===== config.mk =====
export PLATFORM = sky130hd
export DESIGN_NAME = uart_rx_ctrl
export DESIGN_NICKNAME = d
export VERILOG_FILES = /design/src/rtl/uart_rx_ctrl.sv
export SDC_FILE = /design/constraint.sdc
export NUM_CORES = 1
export LEC_CHECK = 0
export CAP_MARGIN = 40
export CORE_MARGIN = 4
export CORE_UTILIZATION = 53
export CTS_CLUSTER_SIZE = 12
export DETAILED_ROUTE_END_ITERATION = 10
export PLACE_DENSITY = 0.79
export SLEW_MARGIN = 30
export SYNTH_ARGS = -nofsm -noshare
export SYNTH_HDL_FRONTEND = slang
export SYNTH_SLANG_ARGS = --single-unit

===== constraint.sdc =====
create_clock -name clk -period 1.7 [get_ports clk]
set_input_delay 0.34 -clock clk [delete_from_list [all_inputs] [get_ports clk]]
set_output_delay 0.34 -clock clk [all_outputs]
set_load 0.005 [all_outputs]

===== src/rtl/uart_rx_ctrl.sv =====
// uart_rx_ctrl: receive control for an 8-bit asynchronous serial link
// (8N1, LSB first, idle high). Expects serial_in from an upstream
// two-flop synchronizer. Detects the start edge, times bit periods,
// samples mid-bit, and loads a holding register read via data_ready /
// data_read, with framing and overrun flags.
//
// Optional feature: define UART_RX_PARITY_EN to add an even-parity bit
// between the data and stop bits and a parity_error output.
module uart_rx_ctrl #(
    parameter int CLKS_PER_BIT = 10
) (
    input  logic       clk,
    input  logic       rst,
    input  logic       serial_in,
    input  logic       data_read,
    output logic [7:0] rx_data,
    output logic       data_ready,
    output logic       framing_error,
    output logic       overrun_error
`ifdef UART_RX_PARITY_EN
    ,
    output logic       parity_error
`endif
);

    localparam int CW = $clog2(CLKS_PER_BIT);
    localparam logic [CW-1:0] HALF_LAST = CW'(CLKS_PER_BIT / 2 - 1);
    localparam logic [CW-1:0] BIT_LAST  = CW'(CLKS_PER_BIT - 1);

    typedef enum logic [2:0] {
        IDLE,
        START,
        DATA,
`ifdef UART_RX_PARITY_EN
        PARITY,
`endif
        STOP,
        LOAD
    } state_t;

    state_t        state;
    logic [CW-1:0] cnt;
    logic [2:0]    bit_cnt;
    logic [7:0]    shift;
    logic          prev;
    logic          stop_sample;
    logic          start_edge;
`ifdef UART_RX_PARITY_EN
    logic          parity_sample;
`endif

    assign start_edge = prev & ~serial_in;

    // Receive FSM, bit timing, sampling and registered holding outputs.
    always_ff @(posedge clk) begin
        if (rst) begin
            state         <= IDLE;
            cnt           <= '0;
            bit_cnt       <= '0;
            shift         <= '0;
            prev          <= 1'b1;
            stop_sample   <= 1'b1;
            rx_data       <= '0;
            data_ready    <= 1'b0;
            framing_error <= 1'b0;
            overrun_error <= 1'b0;
`ifdef UART_RX_PARITY_EN
            parity_sample <= 1'b0;
            parity_error  <= 1'b0;
`endif
        end else begin
            prev <= serial_in;

            // Consumer read outside LOAD; LOAD below takes priority.
            if (data_read && state != LOAD) begin
                data_ready    <= 1'b0;
                overrun_error <= 1'b0;
            end

            case (state)
                IDLE: begin
                    if (start_edge) begin
                        state <= START;
                        cnt   <= '0;
                    end else begin
                        cnt <= cnt + 1'b1;
                    end
                end

                START: begin
                    if (cnt == HALF_LAST) begin
                        cnt <= '0;
                        if (serial_in) begin
                            state <= IDLE;
                        end else begin
                            state   <= DATA;
                            bit_cnt <= '0;
                        end
                    end else begin
                        cnt <= cnt + 1'b1;
                    end
                end

                DATA: begin
                    if (cnt == BIT_LAST) begin
                        cnt     <= '0;
                        shift   <= {serial_in, shift[7:1]};
                        bit_cnt <= bit_cnt + 3'd1;
                        if (bit_cnt == 3'd7) begin
`ifdef UART_RX_PARITY_EN
                            state <= PARITY;
`else
                            state <= STOP;
`endif
                        end
                    end else begin
                        cnt <= cnt + 1'b1;
                    end
                end

`ifdef UART_RX_PARITY_EN
                PARITY: begin
                    if (cnt == BIT_LAST) begin
                        cnt           <= '0;
                        parity_sample <= serial_in;
                        state         <= STOP;
                    end else begin
                        cnt <= cnt + 1'b1;
                    end
                end
`endif

                STOP: begin
                    if (cnt == BIT_LAST) begin
                        cnt         <= '0;
                        stop_sample <= serial_in;
                        state       <= LOAD;
                    end else begin
                        cnt <= cnt + 1'b1;
                    end
                end

                LOAD: begin
                    cnt           <= '0;
                    state         <= IDLE;
                    rx_data       <= shift;
                    data_ready    <= 1'b1;
                    framing_error <= ~stop_sample;
                    overrun_error <= data_ready & ~data_read;
`ifdef UART_RX_PARITY_EN
                    parity_error  <= (^shift) ^ parity_sample;
`endif
                end

                default: begin
                    state <= IDLE;
                    cnt   <= '0;
                end
            endcase
        end
    end

endmodule


==> impl_metrics.env, run 1 <==
export IMPL_diodes=0
export IMPL_synth_edf_count=0
export IMPL_postLayoutCellArea_um2=1510
export IMPL_cp_required_ns=1.36
export IMPL_grt_pass1_wl_um=4160
export IMPL_rr_startpoint="cnt[0]"
export IMPL_async_reset_ff_share_pct=0
export IMPL_rr_endpoint="shift[6]"
export IMPL_startpoint_type="register"
export IMPL_fillCellCount=187
export IMPL_grt_pass1_vias=985
export IMPL_wl_um=2400
export IMPL_port_buffers=14
export IMPL_ys_seq_area_share_pct=48.2
export IMPL_rr_worst_depth=6
export IMPL_placed_area_um2=1460
export IMPL_grt_use_total_pct=16.8
export IMPL_fp_dieH_um=57.3
export IMPL_fin_setup_tns_ns=0
export IMPL_cp_end_kind="primary output"
export IMPL_holdBufCountCts=0
export IMPL_grt_antenna_before_repair=0
export IMPL_syn_area_per_cell_um2=9.34
export IMPL_synth_common_cells="dfxtp_1, nor2_1, nand2_1"
export IMPL_report_power_total_mw=1.21
export IMPL_critPathMaxStageDelay_ns=0.51
export IMPL_drtIter0Drc=26
export IMPL_fin_util_pct=67.0
export IMPL_ys_ff_latch=31
export IMPL_hold_violations=0
export IMPL_cts_htree_levels=2
export IMPL_synth_top_flop_cell="dfxtp_1"
export IMPL_via_per_inst=5.36
export IMPL_fmax_mhz=647
export IMPL_syn_to_final_growth_pct=17.3
export IMPL_setup_viol=0
export IMPL_die_area_um2=3280
export IMPL_cts_root_buf="clkbuf_4"
export IMPL_yosys_warnings=0
export IMPL_yosysUniqueCellTypes=35
export IMPL_dp_cells=176
export IMPL_pre_cts_ws_ns=0.0486
export IMPL_worstSkewPairLatency_ns=0.33
export IMPL_post_route_period_util_pct=91.0
export IMPL_hold_path_endpoint="rx_data[0]"
export IMPL_place_gp_congestion=0.743
export IMPL_ant_nets=0
export IMPL_clockBufferDepth=2
export IMPL_path_class="reg2out"
export IMPL_syn_nets=147
export IMPL_vdd_drop_max_uv=505
export IMPL_path_cells="clkdlybuf4s50_1"
export IMPL_crit_family="buffers and inverters"
export IMPL_core_area_um2=2250
export IMPL_p_leak_nw=0.547
export IMPL_powerDensity_nw_per_um2=803
export IMPL_synth_area_um2=1290
export IMPL_cp_num_buf_inv=1
export IMPL_drc=0
export IMPL_rows=17
export IMPL_min_period_ns=1.55
export IMPL_dp_hpwl_um=1790
export IMPL_yosys_top_cells_area="dfxtp_1, mux2i_1, nor2_1"
export IMPL_io_pin_count=15
export IMPL_rsz0062_at_grt="false"
export IMPL_slowest_stage="clkdlybuf4s50_1"
export IMPL_die_w_um=57.3
export IMPL_overflow=0
export IMPL_hold_depth=2
export IMPL_cts_buffers=5
export IMPL_cts_clk_slew_worst_paths_ns=0.09
export IMPL_hold_ws_ns=0.454
export IMPL_initial_core_util_pct=57.2
export IMPL_path_max_fanout=3
export IMPL_tightest_slew_ns=0.497
export IMPL_grt_max_degree=26
export IMPL_synth_top_area_cell="dfxtp_1"
export IMPL_synth_top_area_share_pct=48.2
export IMPL_layout_setup_ws_ns=0.153
export IMPL_dr_pass1_iters=4
export IMPL_num_vias=986
export IMPL_drv_slew=0
export IMPL_cts_resized=0
export IMPL_drive_gt1_share_pct=8.33
export IMPL_r2r_setup_slack_ns=0.19
export IMPL_synthCells=138
export IMPL_wl_per_cell_um=13.0
export IMPL_finClkSkew_ns=0.00426
export IMPL_hp_start="shift[0]"
export IMPL_status="completed"
export IMPL_maxCapViolations=0
export IMPL_cts_tree="done"
export IMPL_cts_num_sinks=31
export IMPL_synth_most_common_cell="dfxtp_1"
export IMPL_layoutNonFillerInstCount=184
export IMPL_nNetsFinal=164
export IMPL_crit_cells=1
export IMPL_worst_hold_path_type="reg2reg"
export IMPL_maxSlewHeadroom_pct=66.7
export IMPL_crit_arrival_ns=1.21
export IMPL_cts_setup_buffers=0
## worst reg2reg max path: cells and delay by family, from the launching register on
kind                     cells  cell delay (ns)
buffers and inverters        1             0.15
adder cells (fa/ha/maj)      1             0.19
AND/OR/NAND/NOR              3             0.45
flip-flops                   1             0.42
multiplexers                 1             0.20
## power by group
part           switching (mW)  leakage (nW)  internal, mW
clock network           0.246        0.0293         0.161
logic                  0.0314         0.267        0.0293
registers              0.0123         0.251         0.734
## how the worst max path moves through the flow
| stage | startpoint | endpoint | slack (ns) |
|---|---|---|---|
| finish | data_ready | data_ready | 0.15 |
| global route | cnt[0] | bit_cnt[0] | 0.05 |
| CTS | data_ready | data_ready | 0.13 |
| detailed placement | serial_in | cnt[3] | 0.05 |
| global placement | serial_in | cnt[3] | 0.09 |
| floorplan | cnt[1] | bit_cnt[1] | 0.31 |
## placed cells by master (no fill, tap or decap), types with 2 or more instances in the layout
cell             instances
a22oi_1                  3
nand3b_1                 2
nand2b_1                 2
a21oi_1                 11
nor2_1                  21
clkdlybuf4s50_1         14
dfxtp_1                 31
nand2_1                 17
ha_1                     5
clkbuf_4                 5
buf_12                   2
clkbuf_1                 2
inv_1                    5
nor3_1                   2
o21ai_0                  2
mux2i_1                 10
## routing by layer
layer | global-route usage [%] | part of all wire (%) | routed length (um)
met1 | 16.8 | 42 | 997
met2 | 28.7 | 50 | 1200
met3 | 7.92 | 5.7 | 136
met4 | 8.94 | 2.7 | 64
met5 | 0 | 0 | 0
## kinds of logic (layout without fill, tap and decap cells)
logic type,count (synthesis),in the layout,share of synthesized area [%]
XOR/XNOR,2,2,1.36
flip-flops,31,31,48.2
AO/OA/AOI/OAI,23,23,11.7
AND/OR/NAND/NOR,55,55,20.8
adder cells (fa/ha/maj),5,5,4.85
multiplexers,10,10,7.77
buffers and inverters,12,30,5.34
## flip-flops by register name, indices dropped and copies added, names as in the netlist
name and count:
prev 1, state 3, framing_error 1, stop_sample 1, overrun_error 1, data_ready 1
rx_data 8, shift 8, cnt 4, bit_cnt 3
## area by class of cell
| class | instances | area, um2 | area share (%) |
|---|---|---|---|
| Clock buffer | 7 | 45.0 | 2.98 |
| Sequential cell | 31 | 621 | 41.1 |
| Tap cell | 28 | 35.0 | 2.32 |
| Multi-Input combinational cell | 95 | 599 | 39.7 |
| Timing Repair Buffer | 17 | 188 | 12.4 |
| Clock inverter | 1 | 5.00 | 0.331 |
| Inverter | 5 | 18.8 | 1.24 |
Power figures use the tool's default switching activity.
==> run 2: changes to the inputs <==
ABC_AREA = 1   (was default)
CORE_UTILIZATION = 48   (was 53)
PLACE_DENSITY = 0.82   (was 0.79)
clock period = 1.3 ns   (was 1.7 ns; I/O delays follow)
==> run 2 against run 1 <==
Synthesized cell count rose by 22%. Clock skew grew 0.00056 ns. Non-clock buffer count increased by 7. Register-to-register slack worse by 0.12 ns. Die area is 11% higher. Sequential share of layout area down 2.7 points. Critical path type is now reg2reg.
==> impl_metrics.env, run 2 <==
export IMPL_cts_buffers=5
export IMPL_startpoint_type="register"
export IMPL_synth_area_um2=1320
export IMPL_path_max_fanout=5
export IMPL_cp_required_ns=1.57
export IMPL_fmax_mhz=813
export IMPL_die_w_um=60.5
export IMPL_place_gp_congestion=0.787
export IMPL_synthCells=169
export IMPL_yosys_top_cells_area="dfxtp_1, nor2_1, nand2_1"
export IMPL_async_reset_ff_share_pct=0
export IMPL_post_route_period_util_pct=94.7
export IMPL_drtIter0Drc=29
export IMPL_path_class="reg2reg"
export IMPL_grt_use_total_pct=16.7
export IMPL_syn_to_final_growth_pct=25.9
export IMPL_p_sw_share_pct=27.2
export IMPL_port_buffers=14
export IMPL_synth_common_cells="nor2_1, dfxtp_1, nand2_1"
export IMPL_fp_dieH_um=60.5
export IMPL_power_frac_clock_pct=36.1
export IMPL_crit_start="cnt[1]"
export IMPL_layout_common_cells="nor2_1, dfxtp_1, nand2_1"
export IMPL_io_pin_count=15
export IMPL_synth_top_area_cell="dfxtp_1"
export IMPL_setup_viol=0
export IMPL_yosys_warnings=0
export IMPL_cts_clk_slew_worst_paths_ns=0.10
export IMPL_yosysUniqueCellTypes=22
export IMPL_wl_um=2710
export IMPL_grt_pass1_vias=1083
export IMPL_p_seq_share_pct=47.2
export IMPL_combPwrFrac_pct=16.7
export IMPL_clockBufferDepth=2
export IMPL_worst_hold_path_type="reg2reg"
export IMPL_placed_area_um2=1520
export IMPL_synth_top_area_share_pct=47.0
export IMPL_synth_most_common_cell="nor2_1"
export IMPL_rsz0062_at_grt="true"
export IMPL_cts_htree_levels=2
export IMPL_mostFrequentLayoutCell="nor2_1"
export IMPL_top_regs="rx_data (8), shift (8), cnt (4)"
export IMPL_finClkSkew_ns=0.00482
export IMPL_crit_end="bit_cnt[2]"
export IMPL_status="completed"
export IMPL_synth_top_flop_cell="dfxtp_1"
export IMPL_via_per_inst=5.12
export IMPL_diodes=0
export IMPL_crit_arrival_ns=1.50
export IMPL_overflow=0
export IMPL_die_area_um2=3660
export IMPL_drv_slew=0
export IMPL_wl_per_cell_um=11.9
export IMPL_cp_end_kind="register"
export IMPL_cts_num_sinks=31
export IMPL_hold_violations=0
export IMPL_hold_ws_ns=0.433
export IMPL_cts_tree="done"
export IMPL_dp_hpwl_um=1970
export IMPL_num_vias=1163
export IMPL_dr_pass1_iters=4
export IMPL_rr_worst_depth=7
export IMPL_drive_gt1_share_pct=27.4
export IMPL_nNetsFinal=205
export IMPL_initial_core_util_pct=51.9
export IMPL_maxSlewHeadroom_pct=82.7
export IMPL_cts_root_buf="clkbuf_4"
export IMPL_p_switching_mw=0.592
export IMPL_grt_antenna_before_repair=0
export IMPL_min_period_ns=1.23
export IMPL_syn_area_per_cell_um2=7.82
export IMPL_p_int_mw=1.59
export IMPL_rr_endpoint="bit_cnt[2]"
export IMPL_p_leak_nw=0.804
export IMPL_synth_edf_count=0
export IMPL_syn_nets=178
export IMPL_rr_startpoint="cnt[1]"
export IMPL_ys_seq_area_share_pct=47.0
export IMPL_postLayoutCellArea_um2=1660
export IMPL_ant_nets=0
export IMPL_grt_max_degree=20
export IMPL_worstSkewPairLatency_ns=0.33
export IMPL_r2r_setup_slack_ns=0.07
export IMPL_grt_pass1_wl_um=4460
export IMPL_vdd_drop_max_uv=963
export IMPL_ys_ff_latch=31
export IMPL_drc=0
export IMPL_core_area_um2=2540
export IMPL_powerDensity_nw_per_um2=1310
export IMPL_maxCapViolations=0
export IMPL_rows=18
export IMPL_tightest_slew_ns=0.258
run 2: stage by stage:
stage	setup TNS [ns]	worst slack (ns)	cells	power, mW	util, %
global placement	-0.216	-0.0587	216	1.34	59.6
global route	-0.117	-0.0455	227	2.29	65.4
CTS	0	0.0200	226	2.17	64.5
detailed placement	-1.09	-0.150	216	1.36	59.6
floorplan	0	0.0873	169	1.27	-
finish	0	0.0693	227	2.18	65.4
run 2: how the worst min path moves through the flow:
stage / from / endpoint / slack [ns] / cells after the start
after floorplan: serial_in / prev / 0.39 / 2
after global placement: stop_sample / framing_error / 0.42 / 1
after detailed placement: stop_sample / framing_error / 0.44 / 1
after CTS: stop_sample / framing_error / 0.44 / 1
after global routing: stop_sample / framing_error / 0.45 / 1
final: stop_sample / framing_error / 0.43 / 1
run 2: routing by layer:
layer  GRT usage, %  vias to the layer above  part of all wire [%]
li1               -                      596                     -
met1           16.2                      524                    40
met2           31.3                       33                    51
met3           6.38                       10                   6.5
met4           7.12                        0                   2.4
met5              0                        -                     0
run 2: logic make-up (layout without fill, tap and decap cells):
logic type / Yosys count / in the layout / share of synthesized area [%]
simple gates: 78 / 78 / 26.1
flops: 31 / 31 / 47.0
compound gates: 30 / 30 / 12.9
buf+inv: 23 / 51 / 7.95
fa+ha+maj: 5 / 5 / 4.73
xor+xnor: 2 / 2 / 1.33
run 2: critical path, stage by stage (launching register included):
cell and delay, ns:
dfxtp_2 0.34, inv_2 0.07, ha_4 0.14, nand3_4 0.11, nor2_4 0.18, buf_4 0.15, nand2_2 0.05, a21oi_2 0.14
run 2: final cells by class:
class                      count  area (um2)
fill                         219         881
sequential                    31         638
timing repair buffer          24         205
inverter                      19        73.8
clock inverter                 2        35.0
clock buffer                   6        51.3
multi-input combinational    115         623
tap                           30        37.5
run 2: power groups by stage:
stage               Combinational [mW]  Sequential, mW  Clock (mW)
finish                           0.365            1.03       0.786
global route                     0.408            1.03       0.854
detailed placement               0.320            1.04           0
floorplan                        0.231            1.04           0
CTS                              0.338            1.02       0.809
global placement                 0.299            1.04           0
run 2: timing repair:
item,in CTS,in global routing
pin swaps,1,1
resized for setup,24,9
setup buffers,2,1
hold buffers,0,0
endpoints found under the setup margin,24,20
